<file path="config.mk">
export PLATFORM = sky130hd
export DESIGN_NAME = serial_sub
export DESIGN_NICKNAME = d
export VERILOG_FILES = /design/src/rtl/serial_sub.sv
export SDC_FILE = /design/constraint.sdc
export NUM_CORES = 1
export LEC_CHECK = 0
export BUFFER_PORTS_ARGS = -buffer_cell sky130_fd_sc_hd__buf_2
export CAP_MARGIN = 10
export CELL_PAD_IN_SITES_DETAIL_PLACEMENT = 1
export CELL_PAD_IN_SITES_GLOBAL_PLACEMENT = 2
export CORE_ASPECT_RATIO = 1.5
export CORE_UTILIZATION = 31
export DETAILED_ROUTE_END_ITERATION = 10
export PLACE_DENSITY = 0.75
export SLEW_MARGIN = 0
export SYNTH_ARGS = -nofsm -noshare
export SYNTH_HDL_FRONTEND = slang
export SYNTH_SLANG_ARGS = --single-unit
</file>
<file path="constraint.sdc">
create_clock -name clk -period 1.6 [get_ports clk]
set_input_delay 0.08 -clock clk [delete_from_list [all_inputs] [get_ports clk]]
set_output_delay 0.08 -clock clk [all_outputs]
set_load 0.005 [all_outputs]
</file>
<file path="src/rtl/serial_sub.sv">
// Bit-serial two's-complement subtractor: diff = a - b - bin, one bit per clock, LSB first.
// Latency: start accepted at edge k, done high in the cycle after edge k+WIDTH (WIDTH+1 cycles).
// Backpressure: none; start is ignored while busy, a start during done chains with no idle cycle.
//
// Ports:
//   clk, rst_n       clock and asynchronous active-low reset
//   start, a, b, bin request and operands, captured when start is accepted (IDLE or DONE)
//   busy, done       busy while shifting; done is a one-cycle result-valid pulse
//   diff, bout, ovf  registered result, unsigned borrow-out, signed overflow; held until next start
module serial_sub #(
  parameter int WIDTH = 8
) (
  input  logic             clk,
  input  logic             rst_n,
  input  logic             start,
  input  logic [WIDTH-1:0] a,
  input  logic [WIDTH-1:0] b,
  input  logic             bin,
  output logic             busy,
  output logic             done,
  output logic [WIDTH-1:0] diff,
  output logic             bout,
  output logic             ovf
);

  localparam int CW = (WIDTH > 1) ? $clog2(WIDTH) : 1;
  localparam logic [CW-1:0] LAST = CW'(WIDTH - 1);

  typedef enum logic [1:0] {
    IDLE,
    SHIFT,
    DONE
  } state_t;

  state_t           state_q, state_d;
  logic [WIDTH-1:0] sa_q, sa_d;
  logic [WIDTH-1:0] sb_q, sb_d;
  logic [WIDTH-1:0] diff_q, diff_d;
  logic [CW-1:0]    cnt_q, cnt_d;
  logic             borrow_q, borrow_d;
  logic             a_msb_q, a_msb_d;
  logic             b_msb_q, b_msb_d;
  logic             bout_q, bout_d;
  logic             ovf_q, ovf_d;

  // Full-subtractor slice on the current LSBs and the registered borrow.
  logic x_bit, y_bit, r_bit, d_bit, borrow_nxt;
  assign x_bit      = sa_q[0];
  assign y_bit      = sb_q[0];
  assign r_bit      = borrow_q;
  assign d_bit      = x_bit ^ y_bit ^ r_bit;
  assign borrow_nxt = (~x_bit & y_bit) | (~(x_bit ^ y_bit) & r_bit);

  always_comb begin
    state_d  = state_q;
    sa_d     = sa_q;
    sb_d     = sb_q;
    diff_d   = diff_q;
    cnt_d    = cnt_q;
    borrow_d = borrow_q;
    a_msb_d  = a_msb_q;
    b_msb_d  = b_msb_q;
    bout_d   = bout_q;
    ovf_d    = ovf_q;

    case (state_q)
      IDLE, DONE: begin
        if (start) begin
          sa_d     = a;
          sb_d     = b;
          borrow_d = bin;
          // Operand signs are kept separately because sa/sb are shifted away.
          a_msb_d  = a[WIDTH-1];
          b_msb_d  = b[WIDTH-1];
          cnt_d    = '0;
          state_d  = SHIFT;
        end else begin
          state_d  = IDLE;
        end
      end
      SHIFT: begin
        sa_d     = {1'b0, sa_q[WIDTH-1:1]};
        sb_d     = {1'b0, sb_q[WIDTH-1:1]};
        diff_d   = {d_bit, diff_q[WIDTH-1:1]};
        borrow_d = borrow_nxt;
        cnt_d    = cnt_q + 1'b1;
        if (cnt_q == LAST) begin
          // d_bit is the result sign here; overflow only when operand signs differ
          // and the result sign disagrees with the minuend.
          bout_d  = borrow_nxt;
          ovf_d   = (a_msb_q != b_msb_q) && (d_bit != a_msb_q);
          cnt_d   = '0;
          state_d = DONE;
        end
      end
      default: state_d = IDLE;
    endcase
  end

  always_ff @(posedge clk or negedge rst_n) begin
    if (!rst_n) begin
      state_q  <= IDLE;
      sa_q     <= '0;
      sb_q     <= '0;
      diff_q   <= '0;
      cnt_q    <= '0;
      borrow_q <= 1'b0;
      a_msb_q  <= 1'b0;
      b_msb_q  <= 1'b0;
      bout_q   <= 1'b0;
      ovf_q    <= 1'b0;
    end else begin
      state_q  <= state_d;
      sa_q     <= sa_d;
      sb_q     <= sb_d;
      diff_q   <= diff_d;
      cnt_q    <= cnt_d;
      borrow_q <= borrow_d;
      a_msb_q  <= a_msb_d;
      b_msb_q  <= b_msb_d;
      bout_q   <= bout_d;
      ovf_q    <= ovf_d;
    end
  end

  assign busy = (state_q == SHIFT);
  assign done = (state_q == DONE);
  assign diff = diff_q;
  assign bout = bout_q;
  assign ovf  = ovf_q;

endmodule

</file>
==> results of run 1 <==
## power breakdown
part | switching [mW] | internal, mW
registers | 0.242 | 1.27
logic | 0.829 | 0.661
clock network | 0.311 | 0.435
total | 1.38 | 2.36
## kinds of logic after synthesis
family / Yosys count
buf+inv: 14
simple gates: 84
flops: 34
compound gates: 24
fa+ha+maj: 3
## state kept, by name, indices dropped and copies added (netlist names)
signal / count
bout: 1
borrow_q: 1
sb_q: 8
a_msb_q: 1
sa_q: 8
diff: 8
b_msb_q: 1
cnt_q: 3
ovf: 1
state_q: 2
## per-stage QoR
stage	utilization [%]	hold WS, ns	instances	instance area (µm²)	setup WS [ns]
CTS	40.6	0.0300	262	1840	0.124
floorplan	-	-0.216	159	1460	0.291
global placement	37.7	0.140	252	1710	0.257
finish	40.6	0.0317	262	1840	0.139
detailed placement	37.7	0.146	252	1710	0.143
global route	40.6	0.0472	262	1840	0.0448
## what timing repair did
item | in CTS | in global routing
setup endpoints to repair | 0 | 0
resized for setup | 0 | 0
hold endpoints to repair | 35 | 0
hold buffers | 2 | 0
## cells in the mapped netlist
library cell / number / share of area [%]
a21o_1: 1 / 0.51
a21oi_1: 1 / 0.34
a221o_1: 1 / 0.68
a22o_1: 3 / 1.8
a31oi_1: 14 / 6.0
a32o_1: 1 / 0.68
buf_2: 4 / 1.4
buf_4: 3 / 1.5
clkbuf_1: 2 / 0.51
dfrtp_1: 34 / 58
fa_1: 1 / 1.4
ha_1: 2 / 1.7
inv_1: 4 / 1.0
inv_2: 1 / 0.26
nand2_1: 60 / 15
nand2b_1: 2 / 0.86
nand3b_1: 1 / 0.51
nor2_1: 16 / 4.1
nor2b_1: 3 / 1.3
nor3_1: 1 / 0.34
nor3b_1: 1 / 0.51
o21ai_0: 3 / 1.0
## layout make-up
type	instances	area (µm²)	area share [%]
well taps	64	80.1	4.34
multi-input cells	111	543	29.5
clock buffers	8	110	5.97
inverters	5	18.8	1.02
flip-flops and latches	34	851	46.2
repair buffers	40	240	13.0
## metal layers
| metal | track usage [%] | up-vias | part of all wire, % |
|---|---|---|---|
| met5 | 0 | - | 0 |
| met4 | 7.79 | 0 | 2.1 |
| met3 | 3.77 | 7 | 3.5 |
| met2 | 26.8 | 27 | 51 |
| met1 | 19.9 | 583 | 43 |
| li1 | - | 593 | - |
## worst reg2reg max path: cells and delay by family (launching register included)
family | cells | cell delay, ns
flip-flops | 1 | 0.40
adder cells (fa/ha/maj) | 1 | 0.54
AO/OA/AOI/OAI | 2 | 0.21
AND/OR/NAND/NOR | 1 | 0.22
## how the worst max path moves through the flow
stage | start | to | cells past startpoint
final | sa_q[0] | ovf | 4
after global routing | sb_q[0] | ovf | 5
after CTS | sa_q[0] | ovf | 4
after detailed placement | sa_q[0] | ovf | 4
after global placement | sa_q[0] | ovf | 4
after floorplan | sa_q[0] | ovf | 4
==> results.json, run 1 <==
{
  "status": "completed",
  "critical_path.max_fanout": 3,
  "die_w_um": 58.1,
  "worstHoldStart": "b[7]",
  "synth_xor_area_share_pct": 0,
  "pin_count": 32,
  "total_power_mw": 3.75,
  "die_area_um2": 5000,
  "synth.net_count": 182,
  "fin_crit_sh_pct": 91.3,
  "clk_latency_ns": 0.28,
  "maxSlewViolCount": 0,
  "cp.arrival_ns": 1.66,
  "fin_tns_setup_ns": 0,
  "crit_required_ns": 1.80,
  "critPathLaunchType": "flop",
  "end_kind": "flop",
  "final_cell_mix": "60 x nand2_1, 34 x dfrtp_1, 31 x buf_2",
  "synth.distinct_cells": 22,
  "rows": 30,
  "irDropWorstVdd_mv": 0.497,
  "holdPathStages": 3,
  "insertedDiodeCount": 0,
  "synthAdderAreaFrac_pct": 3.08,
  "syn_area_um2": 1460,
  "grt_max_degree": 35,
  "drt_iter0_markers": 35,
  "cts_setup_buffers": 0,
  "grt_pass1_vias": 1339,
  "path_buf_inv": 0,
  "grt_remaining_overflow": 0,
  "syn_area_per_cell_um2": 9.20,
  "totalWireLength_mm": 3.41,
  "rrSetupSlack_ns": 0.14,
  "synth-simple-area-share_pct": 23.0,
  "r2r_cells": 4,
  "syn_to_final_growth_pct": 26.0,
  "period_needed_ns": 1.46,
  "rsz0062_at_grt": "no",
  "critical-path-slowest-cell": "fa_1",
  "syn-instance-count": 159,
  "core_area_um2": 4540,
  "p_leak_nw": 0.941,
  "first_pass_iters": 3,
  "vias": 1210,
  "cts_sinks": 34,
  "cts-root-buf": "clkbuf_8",
  "start_util_pct": 32.2,
  "numCtsBuffers": 5,
  "routedWlPerCell_um": 13.0,
  "worstHoldPathType": "input pin to flop",
  "hold_viol": 0,
  "yosysSeqAreaShare_pct": 58.2,
  "r2r_start": "sa_q[0]",
  "nFillCells": 541,
  "cts_buffer_depth": 2,
  "r2r_end": "ovf",
  "power_density_nw_per_um2": 2030,
  "fmax_mhz": 684,
  "final.setup_skew_ns": 0.00213,
  "clk_pin_slew_ns": 0.07,
  "place_congestion": 0.783,
  "final_common_cell": "nand2_1",
  "fin_nets": 220,
  "yosys_warnings": 0,
  "synth_top_family_by_area": "simple AND/OR/NAND/NOR gates",
  "antenna_found_initial": 0,
  "holdPathEnd": "b_msb_q",
  "io_buffers": 31,
  "synth.area.mux_share_pct": 0,
  "synth_compound_area_share_pct": 11.0,
  "final-setup-viol-count": 0,
  "worstPathCellList": "fa_1, nor3b_1, a21oi_1, o21ai_0",
  "critical_path_class": "flop to flop",
  "ys_ff_latch": 34,
  "slew_headroom_pct": 67.8,
  "cts_tree": "done",
  "antenna_left": 0,
  "die_h_um": 86.1,
  "drive_above_1_share_pct": 23.7,
  "worst_pin_slew_ns": 0.481,
  "cp_slowest_stage_delay_ns": 0.54,
  "track_usage_pct": 16.3,
  "cap_violations": 0,
  "cpLargestDelayFamily": "adder cells",
  "dp_hpwl_mm": 2.48,
  "drc": 0,
  "htree_levels": 2,
  "routed_via_density": 4.62,
  "grt_pass1_wl_mm": 6.23
}
No activity file was read; power rests on OpenSTA's default activity.
==> run 2: changes to the inputs <==
--- a/config.mk
+++ b/config.mk
@@ -6,13 +6,14 @@
 export NUM_CORES = 1
 export LEC_CHECK = 0
 export BUFFER_PORTS_ARGS = -buffer_cell sky130_fd_sc_hd__buf_2
-export CAP_MARGIN = 10
 export CELL_PAD_IN_SITES_DETAIL_PLACEMENT = 1
 export CELL_PAD_IN_SITES_GLOBAL_PLACEMENT = 2
 export CORE_ASPECT_RATIO = 1.5
-export CORE_UTILIZATION = 31
+export CORE_UTILIZATION = 33
+export CTS_BUF_LIST = sky130_fd_sc_hd__clkbuf_8
 export DETAILED_ROUTE_END_ITERATION = 10
-export PLACE_DENSITY = 0.75
+export HOLD_SLACK_MARGIN = 0.08
+export PLACE_DENSITY = 0.79
 export SLEW_MARGIN = 0
 export SYNTH_ARGS = -nofsm -noshare
 export SYNTH_HDL_FRONTEND = slang
==> run 2 against run 1 <==
Against the previous run:
- register-to-register slack improved by 0.07 ns
- combinational power is essentially flat
- first-iteration DRC count decreased by 51%
- die area is 5.9% lower
- wire length is 6.4% higher
- hold slack improved by 0.24 ns
- via count increased by 7.5%
- core utilization up 4.8 points
- critical path depth unchanged
- flip-flop and latch count unchanged
- non-clock buffer count grew 13
- fmax up 4.8%
==> results.json, run 2 (synthesized netlist as in run 1, its figures left out) <==
{
  "cts_sinks": 34,
  "ff_latch_area_um2": 851,
  "drive_above_1_share_pct": 20.5,
  "numCtsBuffers": 5,
  "dp_hpwl_mm": 2.50,
  "p_comb_share_pct": 41.2,
  "maxSlewViolCount": 0,
  "htree_levels": 2,
  "ctsHoldBuffers": 18,
  "fin_tns_setup_ns": 0,
  "grt_remaining_overflow": 0,
  "cp_slowest_stage_delay_ns": 0.53,
  "holdWs_ns": 0.271,
  "clk_latency_ns": 0.28,
  "period_needed_ns": 1.40,
  "drt_iter0_markers": 17,
  "syn_to_final_growth_pct": 31.7,
  "cts_resized": 0,
  "grt_pass1_wl_mm": 6.49,
  "track_usage_pct": 17.8,
  "cp.arrival_ns": 1.60,
  "totalWireLength_mm": 3.62,
  "antenna_left": 0,
  "die_h_um": 83.5,
  "final-setup-viol-count": 0,
  "drc": 0,
  "pre_cts_slack_ns": 0.200,
  "fin_crit_sh_pct": 87.2,
  "die_area_um2": 4710,
  "routedWlPerCell_um": 14.2,
  "p_switching_mw": 1.38,
  "path_buf_inv": 0,
  "antenna_found_initial": 0,
  "fin_nets": 233,
  "status": "completed",
  "final_cell_mix": "60 x nand2_1, 34 x dfrtp_1, 31 x buf_2",
  "p_sw_share_pct": 38.4,
  "final_common_cell": "nand2_1",
  "rows": 29,
  "vias": 1301,
  "critical_path.max_fanout": 3,
  "critPathLaunchType": "flop",
  "worst_pin_slew_ns": 0.769,
  "cts-root-buf": "clkbuf_8",
  "worst_slack_ns": 0.205,
  "clk_pin_slew_ns": 0.07,
  "routed_via_density": 5.08,
  "grt_pass1_vias": 1452,
  "end_kind": "flop",
  "multi_input_area_um2": 543,
  "core_area_um2": 4250,
  "cts_buffer_depth": 2,
  "first_pass_iters": 4,
  "fmax_mhz": 717,
  "pin_count": 32,
  "final.setup_skew_ns": 0.00490,
  "irDropWorstVdd_mv": 0.988,
  "cellInternalPower_mw": 2.21,
  "critical_path_class": "flop to flop",
  "worstPathCellList": "fa_1, nor3b_1, a21oi_1, o21ai_0",
  "cts_tree": "done",
  "place_congestion": 0.725,
  "cts_setup_buffers": 0,
  "cpLargestDelayFamily": "adder cells",
  "rsz0062_at_grt": "no",
  "worstHoldPathType": "input pin to flop",
  "seq_power_share_pct": 42.2,
  "die_w_um": 56.4,
  "nFillCells": 508,
  "io_buffers": 31,
  "critical-path-slowest-cell": "fa_1",
  "crit_required_ns": 1.80,
  "insertedDiodeCount": 0,
  "cap_violations": 0,
  "final_util_pct": 45.4,
  "hold_viol": 0,
  "power_density_nw_per_um2": 1860,
  "pwr-share-clk_pct": 16.6,
  "slew_headroom_pct": 48.7,
  "start_util_pct": 34.5,
  "grt_max_degree": 40,
  "p_leak_nw": 0.979
}
==> run 2: tightest hold or removal path: cells and delay by family <==
kind	cells	cell delay (ns)
simple gates	1	0.05
buf+inv	2	0.30
compound gates	1	0.09
==> run 2: power by group through the flow <==
stage | Sequential (mW) | Combinational (mW) | Clock, mW
after detailed placement | 1.54 | 1.48 | 0
after floorplan | 1.48 | 1.01 | 0
after CTS | 1.53 | 1.52 | 0.623
final | 1.51 | 1.47 | 0.596
after global placement | 1.51 | 1.41 | 0
after global routing | 1.57 | 1.70 | 0.661
==> run 2: worst paths after layout <==
check / slack [ns] / from / to / cells past startpoint
max: 0.20 / sa_q[0] / ovf / 4
min in group asynchronous: 0.41 / rst_n / state_q[0] / 2
max reg2reg: 0.20 / sa_q[0] / ovf / 4
max in group asynchronous: 0.69 / rst_n / diff[6] / 2
min: 0.27 / start / state_q[0] / 4
min reg2reg: 0.48 / bout / bout / 2
==> run 2: final cells by class <==
type / count / area share [%]
clock buffers: 5 / 3.57
inverters: 5 / 0.974
well taps: 46 / 2.99
flip-flops and latches: 34 / 44.2
multi-input cells: 111 / 28.2
clock inverters: 2 / 0.519
repair buffers: 53 / 19.6
==> run 2: metal layers <==
layer	GRT usage (%)	part of all wire, %
met1	19.7	40
met2	32.9	55
met3	3.88	3.1
met4	6.21	1.6
met5	0	0
==> run 2: per-stage QoR <==
stage | cell area, µm² | instances | total power, mW
floorplan | 1460 | 159 | 2.49
global placement | 1670 | 231 | 2.92
detailed placement | 1670 | 231 | 3.02
CTS | 1930 | 256 | 3.67
global route | 1930 | 256 | 3.93
finish | 1930 | 256 | 3.58
==> run 3: changes to the inputs <==
--- a/config.mk
+++ b/config.mk
@@ -5,13 +5,14 @@
 export SDC_FILE = /design/constraint.sdc
 export NUM_CORES = 1
 export LEC_CHECK = 0
-export BUFFER_PORTS_ARGS = -buffer_cell sky130_fd_sc_hd__buf_2
 export CELL_PAD_IN_SITES_DETAIL_PLACEMENT = 1
 export CELL_PAD_IN_SITES_GLOBAL_PLACEMENT = 2
 export CORE_ASPECT_RATIO = 1.5
-export CORE_UTILIZATION = 33
+export CORE_MARGIN = 2
+export CORE_UTILIZATION = 39
 export CTS_BUF_LIST = sky130_fd_sc_hd__clkbuf_8
 export DETAILED_ROUTE_END_ITERATION = 10
+export DONT_BUFFER_PORTS = 1
 export HOLD_SLACK_MARGIN = 0.08
 export PLACE_DENSITY = 0.79
 export SLEW_MARGIN = 0
==> run 3 against run 2 <==
Against the previous run:
- worst setup slack got worse by 0.049 ns
- design area fell by 5.8%
- non-clock buffer count fell by 29
- final cell count fell by 12%
- global-route usage fell by 0.97 points
- flip-flop and latch count did not move
- sequential power barely moved
- power fell by 0.17%
- largest cell class unchanged
- core utilization rose by 4.3 points
- via count fell by 9.3%
- clock power rose by 23%
- fmax fell by 3.4%
- highest routed layer unchanged
==> results.json, run 3 (synthesized netlist as in run 1, its figures left out) <==
{
  "r2r_start": "sa_q[0]",
  "core_area_um2": 3650,
  "dp_hpwl_mm": 2.26,
  "fmax_mhz": 692,
  "cp.arrival_ns": 1.64,
  "period_needed_ns": 1.44,
  "critical_path.max_fanout": 3,
  "drc": 0,
  "cts-root-buf": "clkbuf_8",
  "holdPathEnd": "state_q[0]",
  "cpLargestDelayFamily": "adder cells",
  "start_util_pct": 40.1,
  "final-setup-viol-count": 0,
  "critical-path-slowest-cell": "fa_1",
  "rows": 27,
  "vias": 1180,
  "syn_to_final_growth_pct": 24.0,
  "final_util_pct": 49.7,
  "antenna_left": 0,
  "r2r_cells": 4,
  "fin_tns_setup_ns": 0,
  "fin_crit_sh_pct": 90.3,
  "critPathLaunchType": "flop",
  "die_w_um": 54,
  "worstHoldPathType": "input pin to flop",
  "grt_pass1_wl_mm": 5.20,
  "grt_remaining_overflow": 0,
  "track_usage_pct": 16.9,
  "path_buf_inv": 0,
  "drive_above_1_share_pct": 8.24,
  "hold_viol": 0,
  "maxSlewViolCount": 0,
  "p_leak_nw": 0.873,
  "pre_cts_slack_ns": 0.142,
  "critical_path_class": "flop to flop",
  "worst_slack_ns": 0.156,
  "fin_cells": 225,
  "insertedDiodeCount": 0,
  "htree_levels": 2,
  "totalWireLength_mm": 3.21,
  "io_buffers": 0,
  "drt_iter0_markers": 13,
  "irDropWorstVdd_mv": 1.01,
  "worstHoldStart": "start",
  "status": "completed",
  "final.setup_skew_ns": 0.00631,
  "pin_count": 32,
  "worst_pin_slew_ns": 0.446,
  "cts_tree": "done",
  "die_area_um2": 4270,
  "cap_violations": 0,
  "worstPathCellList": "fa_1, nor3b_1, a21oi_1, o21ai_0",
  "final_common_cell": "nand2_1",
  "grt_pass1_vias": 1196,
  "r2r_end": "ovf",
  "routedWlPerCell_um": 14.3,
  "grt_max_degree": 35,
  "power_density_nw_per_um2": 1970,
  "rsz0062_at_grt": "no",
  "holdPathStages": 3,
  "slew_headroom_pct": 70.2,
  "die_h_um": 79.0,
  "dp.cells": 198,
  "cts_resized": 0,
  "cts_buffer_depth": 2,
  "cts_sinks": 34,
  "numCtsBuffers": 5,
  "clk_pin_slew_ns": 0.07,
  "cp_slowest_stage_delay_ns": 0.53,
  "antenna_found_initial": 0,
  "routed_via_density": 5.24,
  "fin_nets": 204,
  "rrSetupSlack_ns": 0.16,
  "crit_required_ns": 1.79,
  "end_kind": "flop",
  "first_pass_iters": 4,
  "clk_latency_ns": 0.28,
  "place_congestion": 0.739,
  "final_cell_mix": "60 x nand2_1, 34 x dfrtp_1, 18 x dlygate4sd3_1"
}
[run 3: cell count changes in the layout (fill, tap and decap cells not counted), sizes merged]
cell    previous run  this run
clkbuf             5         8
clkinv             2         0
buf               35         6
[run 3: how the worst max path moves through the flow]
stage | depth (start not counted) | slack, ns | start | end
floorplan | 4 | 0.29 | sa_q[0] | ovf
global placement | 4 | 0.26 | sa_q[0] | ovf
detailed placement | 4 | 0.14 | sa_q[0] | ovf
CTS | 4 | 0.13 | sa_q[0] | ovf
global route | 5 | 0.05 | borrow_q | ovf
finish | 4 | 0.16 | sa_q[0] | ovf
[run 3: what timing repair did]
item	in CTS	in global routing
buffers inserted	0	0
hold buffers	19	0
hold endpoints to repair	53	0
[run 3: worst register-to-register path: cells and delay by family, from the launching register on]
| kind | cells | cell delay (ns) |
|---|---|---|
| flops | 1 | 0.40 |
| fa+ha+maj | 1 | 0.53 |
| simple gates | 1 | 0.21 |
| compound gates | 2 | 0.22 |
[run 3: power by group]
group          internal [mW]  switching, mW
clock network          0.434          0.302
registers               1.27          0.270
logic                  0.549          0.754
[run 3: layout make-up]
class / count / area [µm²]
Inverter: 5 / 18.8
Timing Repair Buffer: 24 / 238
Multi-Input combinational cell: 111 / 543
Clock buffer: 8 / 110
Fill cell: 435 / 1830
Sequential cell: 34 / 851
Tap cell: 43 / 53.8
[run 3: metal layers]
layer | wire length, µm | global-route usage [%]
met1 | 1290 | 19.4
met2 | 1710 | 28.9
met3 | 166 | 5.26
met4 | 40 | 5.25
met5 | 0 | 0
[run 3: metrics by stage]
step | power, mW | hold WS [ns] | area, µm²
floorplan | 2.49 | -0.216 | 1460
global placement | 2.75 | -0.215 | 1500
detailed placement | 2.85 | -0.215 | 1500
CTS | 3.65 | 0.150 | 1810
global route | 3.92 | 0.168 | 1810
finish | 3.58 | 0.153 | 1810
